--- config.mk ---
export PLATFORM = sky130hd
export DESIGN_NAME = c2f_chunk_consumer_flat
export DESIGN_NICKNAME = d
export VERILOG_FILES = /design/src/rtl/c2f_chunk_consumer_if.sv /design/src/rtl/c2f_chunk_consumer.sv /design/src/flat_wrapper.sv
export SDC_FILE = /design/constraint.sdc
export NUM_CORES = 1
export LEC_CHECK = 0
export ABC_CLOCK_PERIOD_IN_PS = 2880
export BUFFER_PORTS_ARGS = -buffer_cell sky130_fd_sc_hd__buf_4
export CORE_AREA = 2 2 179 146
export DETAILED_ROUTE_END_ITERATION = 8
export DIE_AREA = 0 0 181 148
export GPL_TIMING_DRIVEN = 0
export SLEW_MARGIN = 20
export SYNTH_ARGS = -nofsm -noshare
export SYNTH_HDL_FRONTEND = slang
export SYNTH_SLANG_ARGS = --single-unit
--- constraint.sdc ---
create_clock -name sysClk -period 2.88 [get_ports sysClk]
set_input_delay 0.432 -clock sysClk [delete_from_list [all_inputs] [get_ports sysClk]]
set_output_delay 0.432 -clock sysClk [all_outputs]
set_load 0.05 [all_outputs]
--- src/rtl/c2f_chunk_consumer_if.sv ---
// Bus bundle between the C2F chunk consumer and its burst-write RAM / producer.
// A chunk at rdPtr is available while wrPtr != rdPtr; the consumer releases it with a
// one-cycle dtAck, and rdPtr advances on the following cycle. There is no backpressure.
interface c2f_chunk_consumer_if #(
  parameter int DATA_WIDTH  = 64,
  parameter int CHUNK_WORDS = 16,
  parameter int PTR_BITS    = 3
);
  localparam int OFF_BITS = $clog2(CHUNK_WORDS);

  logic [PTR_BITS-1:0]   wrPtr;
  logic [PTR_BITS-1:0]   rdPtr;
  logic                  dtAck;
  logic [OFF_BITS-1:0]   rdOffset;
  logic [DATA_WIDTH-1:0] rdData;
  logic [DATA_WIDTH-1:0] csData;
  logic                  csValid;
  logic                  csReset;
  logic [31:0]           countInit;

  modport master (
    input  wrPtr, rdData, csReset, countInit,
    output rdPtr, dtAck, rdOffset, csData, csValid
  );

  modport slave (
    output wrPtr, rdData, csReset, countInit,
    input  rdPtr, dtAck, rdOffset, csData, csValid
  );
endinterface

--- src/rtl/c2f_chunk_consumer.sv ---
// Drains chunks from the C2F burst-write RAM, acks each one, and folds returned
// words into a run-time-bounded checksum (sum or XOR).
module c2f_chunk_consumer #(
  parameter int DATA_WIDTH  = 64,
  parameter int CHUNK_WORDS = 16,
  parameter int PTR_BITS    = 3,
  parameter int RD_LATENCY  = 1,
  parameter int CS_MODE     = 0
) (
  input  logic                     sysClk,
  input  logic                     sysRst_n,
  c2f_chunk_consumer_if.master     bus,
  output logic [1:0]               dbg_state
);
  localparam int OFF_BITS = $clog2(CHUNK_WORDS);
  localparam int LAT_BITS = (RD_LATENCY > 1) ? $clog2(RD_LATENCY) : 1;
  localparam logic [OFF_BITS-1:0] LAST_OFF   = OFF_BITS'(CHUNK_WORDS - 1);
  localparam logic [LAT_BITS-1:0] LAST_DRAIN = LAT_BITS'(RD_LATENCY - 1);

  typedef enum logic [1:0] {
    ST_IDLE  = 2'd0,
    ST_READ  = 2'd1,
    ST_DRAIN = 2'd2,
    ST_ACK   = 2'd3
  } state_e;

  state_e                state_q, state_d;
  logic [PTR_BITS-1:0]   rd_ptr_q, rd_ptr_d;
  logic [OFF_BITS-1:0]   rd_off_q, rd_off_d;
  logic                  dt_ack_q, dt_ack_d;
  logic [LAT_BITS-1:0]   drain_cnt_q, drain_cnt_d;
  logic [RD_LATENCY-1:0] issue_pipe_q, issue_pipe_d;
  logic                  issue;
  logic                  returned;

  logic [DATA_WIDTH-1:0] cs_q, cs_d;
  logic                  cs_valid_q, cs_valid_d;
  logic [31:0]           remaining_q, remaining_d;
  logic                  load_pending_q, load_pending_d;

  always_comb begin
    state_d     = state_q;
    rd_ptr_d    = rd_ptr_q;
    rd_off_d    = rd_off_q;
    drain_cnt_d = drain_cnt_q;
    dt_ack_d    = 1'b0;
    issue       = 1'b0;
    case (state_q)
      ST_IDLE: begin
        if (bus.wrPtr != rd_ptr_q) begin
          state_d  = ST_READ;
          rd_off_d = '0;
        end
      end
      ST_READ: begin
        issue = 1'b1;
        if (rd_off_q == LAST_OFF) begin
          state_d     = ST_DRAIN;
          rd_off_d    = '0;
          drain_cnt_d = '0;
        end else begin
          rd_off_d = rd_off_q + 1'b1;
        end
      end
      ST_DRAIN: begin
        // The last word comes back during the final drain cycle.
        if (drain_cnt_q == LAST_DRAIN) begin
          state_d  = ST_ACK;
          dt_ack_d = 1'b1;
        end else begin
          drain_cnt_d = drain_cnt_q + 1'b1;
        end
      end
      ST_ACK: begin
        rd_ptr_d = rd_ptr_q + 1'b1;
        state_d  = ST_IDLE;
      end
      default: state_d = ST_IDLE;
    endcase
  end

  assign issue_pipe_d = RD_LATENCY'({issue_pipe_q, issue});
  assign returned     = issue_pipe_q[RD_LATENCY-1];

  // A load (reset-pending or csReset) wins over a word returning in the same cycle.
  always_comb begin
    cs_d           = cs_q;
    cs_valid_d     = cs_valid_q;
    remaining_d    = remaining_q;
    load_pending_d = load_pending_q;
    if (load_pending_q || bus.csReset) begin
      cs_d           = '0;
      remaining_d    = bus.countInit;
      cs_valid_d     = (bus.countInit == 32'd0);
      load_pending_d = 1'b0;
    end else if (returned && (remaining_q != 32'd0)) begin
      cs_d        = (CS_MODE == 1) ? (cs_q ^ bus.rdData) : (cs_q + bus.rdData);
      remaining_d = remaining_q - 32'd1;
      if (remaining_q == 32'd1) begin
        cs_valid_d = 1'b1;
      end
    end
  end

  always_ff @(posedge sysClk or negedge sysRst_n) begin
    if (!sysRst_n) begin
      state_q        <= ST_IDLE;
      rd_ptr_q       <= '0;
      rd_off_q       <= '0;
      dt_ack_q       <= 1'b0;
      drain_cnt_q    <= '0;
      issue_pipe_q   <= '0;
      cs_q           <= '0;
      cs_valid_q     <= 1'b0;
      remaining_q    <= '0;
      load_pending_q <= 1'b1;
    end else begin
      state_q        <= state_d;
      rd_ptr_q       <= rd_ptr_d;
      rd_off_q       <= rd_off_d;
      dt_ack_q       <= dt_ack_d;
      drain_cnt_q    <= drain_cnt_d;
      issue_pipe_q   <= issue_pipe_d;
      cs_q           <= cs_d;
      cs_valid_q     <= cs_valid_d;
      remaining_q    <= remaining_d;
      load_pending_q <= load_pending_d;
    end
  end

  assign bus.rdPtr    = rd_ptr_q;
  assign bus.rdOffset = rd_off_q;
  assign bus.dtAck    = dt_ack_q;
  assign bus.csData   = cs_q;
  assign bus.csValid  = cs_valid_q;
  assign dbg_state    = state_q;
endmodule

--- src/flat_wrapper.sv ---
// flat-port wrapper written by rule: the top's interface ports become plain ports
module c2f_chunk_consumer_flat 
#(
  parameter int DATA_WIDTH  = 64,
  parameter int CHUNK_WORDS = 16,
  parameter int PTR_BITS    = 3,
  parameter int RD_LATENCY  = 1,
  parameter int CS_MODE     = 0
)
  (sysClk, sysRst_n, dbg_state, bus_wrPtr, bus_rdData, bus_csReset, bus_countInit, bus_rdPtr, bus_dtAck, bus_rdOffset, bus_csData, bus_csValid);
  c2f_chunk_consumer_if #(.DATA_WIDTH(DATA_WIDTH), .CHUNK_WORDS(CHUNK_WORDS), .PTR_BITS(PTR_BITS)) bus_i ();
  input  logic sysClk;
  input  logic sysRst_n;
  output logic [1:0] dbg_state;
  input wire logic [$bits(bus_i.wrPtr)-1:0] bus_wrPtr;
  input wire logic [$bits(bus_i.rdData)-1:0] bus_rdData;
  input wire logic [$bits(bus_i.csReset)-1:0] bus_csReset;
  input wire logic [$bits(bus_i.countInit)-1:0] bus_countInit;
  output wire logic [$bits(bus_i.rdPtr)-1:0] bus_rdPtr;
  output wire logic [$bits(bus_i.dtAck)-1:0] bus_dtAck;
  output wire logic [$bits(bus_i.rdOffset)-1:0] bus_rdOffset;
  output wire logic [$bits(bus_i.csData)-1:0] bus_csData;
  output wire logic [$bits(bus_i.csValid)-1:0] bus_csValid;
  assign bus_i.wrPtr = bus_wrPtr;
  assign bus_i.rdData = bus_rdData;
  assign bus_i.csReset = bus_csReset;
  assign bus_i.countInit = bus_countInit;
  assign bus_rdPtr = bus_i.rdPtr;
  assign bus_dtAck = bus_i.dtAck;
  assign bus_rdOffset = bus_i.rdOffset;
  assign bus_csData = bus_i.csData;
  assign bus_csValid = bus_i.csValid;
  c2f_chunk_consumer #(.DATA_WIDTH(DATA_WIDTH), .CHUNK_WORDS(CHUNK_WORDS), .PTR_BITS(PTR_BITS), .RD_LATENCY(RD_LATENCY), .CS_MODE(CS_MODE)) u_core (.sysClk(sysClk), .sysRst_n(sysRst_n), .bus(bus_i), .dbg_state(dbg_state));
endmodule
# == Yosys cells after proc, flatten, opt, wreduce, memory -nomap -nowiden ==
# Cells that the tools add are included.
# op_classes
addsub,5
mul,0
n_div,0
magnitude_cmp,0
n_eq_ne,9
shifts,0
mux,20
bitwise_logic,0
n_reduce_logical,13
# ops
op,n
$mux W64,2
$add A64 B64 Y64,1
$mux W32,2
$eq A32 B1 Y1 const B,1
$logic_not A32 Y1,1
$reduce_bool A32 Y1,1
$sub A32 B1 Y32 const B,1
$mux W1,8
$mux W4,2
$pmux W2 S4,1
$pmux W4 S2,1
$reduce_bool A2 Y1,4
$mux W2,3
$reduce_and A2 Y1,3
$add A4 B1 Y4 const B,1
$eq A2 B2 Y1 const B,2
$eq A4 B4 Y1 const B,1
$ne A2 B1 Y1 const B,2
$add A3 B1 Y3 const B,1
$ne A3 B3 Y1,1
$reduce_and A3 Y1,1
$eq A2 B1 Y1 const B,1
$logic_not A2 Y1,1
$ne A2 B2 Y1 const B,1
other kinds (4),4
# word_totals
regBits,110
latch_bits,0
ramBits,0
mem_bits_ro,0
in_bits,102
output_inout_bits,75
wordCells,57
n_memories,0

# == Logic depth before layout (Yosys ltp) ==
# Gate-level depths: netlist of run 1.
# depth
ltp_word,4
depth_mapped,13
ltp_nobuf,13

# == Worst setup path before layout of run 1 ==
# OpenSTA, ideal clock, no wires.
# synth_timing
path_kind,flip-flop to flip-flop
start,"reg u_core.cs_q[0], in the netlist u_core.bus.csData[0]"
end,"reg u_core.cs_q[38], in the netlist u_core.bus.csData[38]"
setup_time_ns,0.126
arrival_time_ns,3.301
t_required_ns,2.754
slack_ns,-0.547
path_stages_with_launch,14
path_buffers,0
period_less_slack_ns,3.427
cell_sequence,dfrtp_1 > ha_1 > inv_1 > fa_1 > nand2b_1 > a21oi_1 > o2111ai_1 > a31oi_1 > a31oi_2 > o21bai_1 > a221oi_2 > nor3_1 > nor4_1 > a311o_1
# synth_between
elab_chain_len,3
# synth_rtl
element,line,rtl
from (decl),c2f_chunk_consumer.sv:36,"logic [DATA_WIDTH-1:0] cs_q, cs_d;"
from (signal assigned),c2f_chunk_consumer.sv:124,cs_q <= cs_d;
$add A64 B64 Y64,c2f_chunk_consumer.sv:97,cs_d = (CS_MODE == 1) ? (cs_q ^ bus.rdData) : (cs_q + bus.rdData);
$mux W64,c2f_chunk_consumer.sv:96,end else if (returned && (remaining_q != 32'd0)) begin
$mux W64,c2f_chunk_consumer.sv:91,if (load_pending_q || bus.csReset) begin
# Every way passes these cells. The select of a mux whose other input is x is not followed.
# A chain may end at the register's enable or synchronous reset.

# == Worst setup path after layout of run 1 ==
# layout_timing
start,"reg u_core.cs_q[11], in the netlist u_core.bus.csData[11]"
end,"reg u_core.cs_q[63], in the netlist u_core.bus.csData[63]"
# The elaborated chain is that of the path after synthesis.

==> results of run 1 <==
==> worst max-delay path, stage by stage (launching register included) <==
cell       delay, ps
dfrtp_2          440
ha_4             270
nand4_1          150
inv_1             90
a221oi_4         440
a2111oi_4        140
a211o_1          280
a211o_2          300
a221o_1          340
a21oi_2          170
mux2i_2          280
mux2i_1          210
==> path summary, 6_finish.rpt <==
kind,startpoint,endpoint,slack [ps],cells past startpoint
worst max register to register,u_core.bus.csData[11],u_core.bus.csData[63],-300,11
worst min-delay path,sysRst_n,u_core.bus.rdOffset[0],40,1
worst min register to register,u_core.bus.rdOffset[3],u_core.bus.rdOffset[3],530,1
min in group sysClk,bus_countInit[19],u_core.remaining_q[19],290,3
worst max-delay path,u_core.bus.csData[11],u_core.bus.csData[63],-300,11
max in group asynchronous,sysRst_n,u_core.bus.csData[19],2140,2
==> per-stage QoR <==
step                TNS (ps)  instance area, um^2  instances  total power [uW]
floorplan               -356                 8940       1086              3900
global placement      -14110                10700       1586              4770
detailed placement    -15510                10700       1587              4800
CTS                    -1710                11900       1633              6380
global route           -3960                12500       1663              6970
finish                 -1780                12500       1663              6570
==> layout by cell type, fill, tap and decap left out, drive strengths merged, types with 14 or more instances in the layout <==
master  count
a21o       27
a21oi     130
a31oi      14
buf       260
clkbuf     29
dfrtp     108
ha         73
inv        26
nand2     209
nand3      17
nand4      22
nor2       86
nor3       23
nor4       16
o21ai      78
xnor2      51
xor2       35
==> power groups by stage <==
stage | Sequential, uW | Clock (uW) | Combinational [uW]
after floorplan | 2410 | 0 | 1490
after global placement | 1960 | 0 | 2810
after CTS | 1940 | 1340 | 3100
after detailed placement | 1960 | 0 | 2830
final | 1950 | 1320 | 3310
after global routing | 1980 | 1410 | 3580
==> logic make-up after synthesis <==
logic type,share of synthesized area
mux,0.00608
compound gates,0.235
xor+xnor,0.0872
fa+ha+maj,0.108
other cells,0.000434
simple gates,0.216
buf+inv,0.0314
flops,0.316
==> metal layers <==
layer,track usage,up-vias,part of all wire
met3,0.0266,25,0.047
li1,-,4368,-
met5,0,-,0
met2,0.335,271,0.45
met1,0.307,4352,0.49
met4,0.0520,0,0.015
==> state kept, by name (all words and copies together), names as in the netlist <==
signal	count
u_core.bus.csData	64
u_core.bus.csValid	1
u_core.bus.dtAck	1
u_core.bus.rdOffset	4
u_core.bus.rdPtr	3
u_core.dbg_state	2
u_core.issue_pipe_q	1
u_core.load_pending_q	1
u_core.remaining_q	32
==> cell type report <==
type,count,area [um^2],share of cell area
tap,324,405,0.0323
clock inverter,7,76.3,0.00609
buffer,36,221,0.0177
multi-input combinational,912,6860,0.547
clock buffer,9,225,0.0180
timing repair buffer,244,1890,0.150
sequential,109,2780,0.222
inverter,22,82.6,0.00659
==> timing repair <==
| action | 4_1_cts | 5_1_grt |
|---|---|---|
| pin swaps | 42 | 56 |
| setup buffers | 37 | 36 |
| endpoints found under the setup margin | 66 | 77 |
| resized for setup | 106 | 97 |
==> metrics.cfg, run 1 <==
[logic_synthesis]
synth_cells = 1086
yosys-top-cells-area = dfrtp_1, ha_1, nand2_1
synth-edff-count = 0
yosysMostFrequentCell = nand2_1
yosysSeqAreaShare = 0.316
synth.top_cell.area_share = 0.313
synth.distinct_cells = 71
ys_warn_count = 0
synth-main-ff-cell = dfrtp_1
synth_top_area_cell = dfrtp_1
ys_seq_elements = 109
async_reset_ff_frac = 1.00
post_synth.cell_area_avg_um2 = 7.96
syn_area_mm2 = 0.00864
yosys-top-cells-count = nand2_1, a21oi_1, dfrtp_1, nor2_1, ha_1
synthesis.nets = 1262

[global_routing]
grt_max_degree = 60
track_usage = 0.212
grt_pass1_wl_mm = 45.9
antenna_found_initial = 0
first_global_vias = 8770
grt_overflow_total = 0

[min_path]
hold_path_class = input pin to asynchronous set/reset pin

[sta]
setup_viol = 17
slew_viol_final = 0
worst-slew-pin-transition_ps = 815
fmax_ghz = 0.314
fin_worst_skew_ps = 17.9
whs_ps = 40.8
relSlewSlack = 0.455
finalHoldViolations = 0
fin_crit_ps = 3180
rsz0062_at_grt = yes
fin_crit_sh = 1.10
fin_ws_ps = -301

[placed_design]
pre_cts_slack_ps = -682
place_hpwl_mm = 21.8
gp_congestion = 0.943
io_buffers = 176

[floorplan]
dieArea_mm2 = 0.0268
io_pins = 177
dieWidth_um = 181
row_count = 52
die_y_um = 148
coreArea_mm2 = 0.0250
start_util = 0.346

[cells_and_area]
antenna_cells = 0
drive_above_1_share = 0.364
final_util = 0.502
nets = 1510
fill_cells = 2410
area_growth_pct = 45.1

[power]
p_comb_frac = 0.503
clkPwrFrac = 0.200
leakage_uw = 0.00541
powerDensity_mw_per_mm2 = 524
switching_power_uw = 2920
p_int_uw = 3650
seqPwrFrac = 0.296
peakVddDrop_mv = 0.576
swShare = 0.445

[flow_run]
cap_violations = 0

[route]
vias_per_cell = 5.42
wl_per_cell_um = 17.6
postRouteAntennaNets = 0
routed_wl_mm = 29.2
dr.pass1.iters = 5
drt_iter0_markers = 621
vias = 9016
drc = 0

[cts]
cts_tree = yes
htreeDepth = 3
cts.path.max_buffers = 2
numCtsBuffers = 9
clk_latency_ps = 370
cts_root_buf = clkbuf_16
cts_hold_buf = 0
cts_sinks = 109
clkTransAtPathRegs_ps = 90

[outcome]
status = finished, violations left
violations = negative setup slack

[setup_path]
required_ps = 3180
crit_arrival_ps = 3480
endpoint_kind = flop
critPathLaunchType = flop
path_class = flop to flop
crit_fanout = 4

No activity file was read; power rests on OpenSTA's default activity.
==> run 2, diff against run 1 <==
--- a/config.mk
+++ b/config.mk
@@ -7,9 +7,9 @@
 export LEC_CHECK = 0
 export ABC_CLOCK_PERIOD_IN_PS = 2880
 export BUFFER_PORTS_ARGS = -buffer_cell sky130_fd_sc_hd__buf_4
-export CORE_AREA = 2 2 179 146
+export CORE_AREA = 2 2 193 157
 export DETAILED_ROUTE_END_ITERATION = 8
-export DIE_AREA = 0 0 181 148
+export DIE_AREA = 0 0 195 159
 export GPL_TIMING_DRIVEN = 0
 export SLEW_MARGIN = 20
 export SYNTH_ARGS = -nofsm -noshare
==> run 2 against run 1 <==
  * The flow still finishes with violations (negative setup slack)
  * Global-route usage down 1.9 points
  * Sequential power about the same
  * Clock power about the same
  * Cell area up 0.78%
  * Non-clock buffer count up 5
  * Routed wire length up 5.7%
  * Register-to-register slack about the same
  * Sequential cell count unchanged
  * Critical path depth up 1
  * Largest cell class unchanged
==> metrics.cfg, run 2 (synthesis results as in run 1) <==
[cells_and_area]
area_growth_pct = 46.2
nets = 1515  ; +0.33%
antenna_cells = 0  ; unchanged
final_common_cell = buf_4
layout_common_cells = buf_4, nand2_1, a21oi_1
instances_no_fill = 1721  ; +3.5%
final_util = 0.436  ; -0.0662
fill_cells = 2925  ; +21%
largest_reg_flops = 64  ; unchanged
drive_above_1_share = 0.366  ; +0.00237

[global_routing]
antenna_found_initial = 0  ; unchanged
grt_overflow_total = 0  ; unchanged
first_global_vias = 8738  ; -0.36%
track_usage = 0.193  ; -0.0190
grt_max_degree = 69  ; +15%
grt_pass1_wl_mm = 47.7  ; +3.9%

[sta]
finalHoldViolations = 0  ; unchanged
setup_viol = 14  ; -3
fin_crit_ps = 3180  ; +0.674 ps
fmax_ghz = 0.314  ; about the same
whs_ps = 272  ; +231 ps
rsz0062_at_grt = yes
worst-slew-pin-transition_ps = 837  ; +21.6 ps
slew_viol_final = 0  ; unchanged
fin_worst_skew_ps = 11.8  ; -6.11 ps
relSlewSlack = 0.440  ; -0.0144
fin_crit_sh = 1.10  ; about the same
fin_ws_ps = -302  ; -0.674 ps

[min_path]
whs_path_depth = 3
hold_path_class = input pin to flop

[setup_path]
endpoint_kind = flop
required_ps = 3170  ; about the same
path_class = flop to flop
cp_cell_sequence = ha_4, a211oi_4, o21ai_2, a211oi_2, buf_4, a2111oi_4, a211o_1, a211o_2, a221o_1, a21oi_2, mux2i_2, mux2i_1
r2r_setup_slack_ps = -300  ; about the same
reg2reg_to = u_core.bus.csData[63]
slowest_stage = dfrtp_2
cp-startpoint = u_core.bus.csData[1]
critPathLaunchType = flop
crit_arrival_ps = 3470  ; about the same
crit_fanout = 2  ; -2
crit_end = u_core.bus.csData[63]
reg2regPathDepth = 12  ; +1
slowest_delay_ps = 430  ; about the same
r2r_start = u_core.bus.csData[1]

[power]
seqPwrFrac = 0.290  ; -0.006
peakVddDrop_mv = 0.650  ; +13%
power_uw = 6700  ; +2.0%
leakage_uw = 0.00544  ; +0.59%
powerDensity_mw_per_mm2 = 530  ; +1.2%
p_int_uw = 3790  ; +4.0%
switching_power_uw = 2910  ; -0.43%
clkPwrFrac = 0.200  ; about the same
p_comb_frac = 0.510  ; +0.007
swShare = 0.434  ; -0.0106

[route]
routed_wl_mm = 30.9  ; +5.7%
vias_per_cell = 5.26  ; -3.1%
drt_iter0_markers = 448  ; -28%
drc = 0  ; unchanged
postRouteAntennaNets = 0  ; unchanged
dr.pass1.iters = 5  ; unchanged
wl_per_cell_um = 17.9  ; +2.1%
vias = 9045  ; +0.32%

[floorplan]
coreArea_mm2 = 0.0290  ; +16%
io_pins = 177  ; unchanged
dieArea_mm2 = 0.0310  ; +16%
start_util = 0.298  ; -0.0480
dieWidth_um = 195  ; +7.7%
row_count = 56  ; +7.7%
die_y_um = 159  ; +7.4%

[outcome]
violations = negative setup slack
status = finished, violations left

[placed_design]
gp_congestion = 0.930  ; -1.4%
pre_cts_slack_ps = -749  ; -67.3 ps
io_buffers = 176  ; unchanged
place_hpwl_mm = 23.1  ; +5.5%
dp.cells = 1640  ; +3.3%

[cts]
htreeDepth = 3  ; unchanged
cts.path.max_buffers = 2  ; unchanged
clkTransAtPathRegs_ps = 80  ; about the same
numCtsBuffers = 9  ; unchanged
cts_root_buf = clkbuf_16
cts_sinks = 109  ; unchanged
cts_tree = yes
clk_latency_ps = 370  ; about the same

[flow_run]
cap_violations = 0  ; unchanged

## run 2: cell count changes in the layout (fill, tap and decap cells not counted), sizes merged
cell / change
clkinvlp: +1
buf: +4
bufinv: +1
dlygate4sd3: +1
inv: -4
clkbuf: +2
## run 2: per-layer routing
| layer | global-route usage | part of all wire | vias to the layer above |
|---|---|---|---|
| met5 | 0 | 0 | - |
| met2 | 0.292 | 0.44 | 284 |
| met4 | 0.0548 | 0.020 | 0 |
| met3 | 0.0288 | 0.048 | 33 |
| li1 | - | - | 4386 |
| met1 | 0.283 | 0.50 | 4342 |
## run 2: cell type report
type	instances	area, um^2	share of cell area
plain buffers	36	240	0.0190
clock buffers	11	243	0.0192
clock inverters	5	60.1	0.00475
inverters	22	82.6	0.00654
multi-input cells	912	6810	0.539
flip-flops and latches	109	2780	0.220
well taps	377	472	0.0373
repair buffers	249	1950	0.154
## run 2: through the flow
stage | cell area (um^2) | TNS (ps)
6_report | 12600 | -1140
5_1_grt | 12600 | -3720
4_1_cts | 11900 | -1910
3_5_place_dp | 10800 | -17530
3_3_place_gp | 10700 | -16680
2_1_floorplan | 8940 | -356
## run 2: worst max-delay path, delay by kind of cell, from the launching register on
kind                     cells  cell delay [ps]
AO/OA/AOI/OAI                8             1760
multiplexers                 2              500
flip-flops                   1              430
adder cells (fa/ha/maj)      1              260
buffers and inverters        1              160
## run 2: worst min-delay path by stage
stage,to,start,slack (ps)
2_1_floorplan,u_core.bus.csData[0],sysRst_n,140
3_3_place_gp,u_core.bus.rdOffset[3],u_core.bus.rdOffset[3],510
3_5_place_dp,u_core.bus.rdOffset[1],sysRst_n,390
4_1_cts,u_core.remaining_q[17],bus_countInit[17],260
5_1_grt,u_core.remaining_q[9],bus_countInit[9],270
6_report,u_core.remaining_q[17],bus_countInit[17],270
## run 2: what timing repair did
| item | in CTS | in global routing |
|---|---|---|
| hold endpoints to repair | 11 | 0 |
| setup buffers | 39 | 34 |
| pin swaps | 34 | 57 |
| hold buffers | 1 | 0 |
| endpoints found under the setup margin | 68 | 79 |
| resized for setup | 102 | 110 |
## run 2: power by group through the flow
stage                     logic (uW)  clock network [uW]  registers (uW)
final                           3410                1340            1940
after global routing            3690                1450            1970
after CTS                       3150                1400            1940
after detailed placement        2860                   0            1960
after global placement          2830                   0            1960
after floorplan                 1490                   0            2410
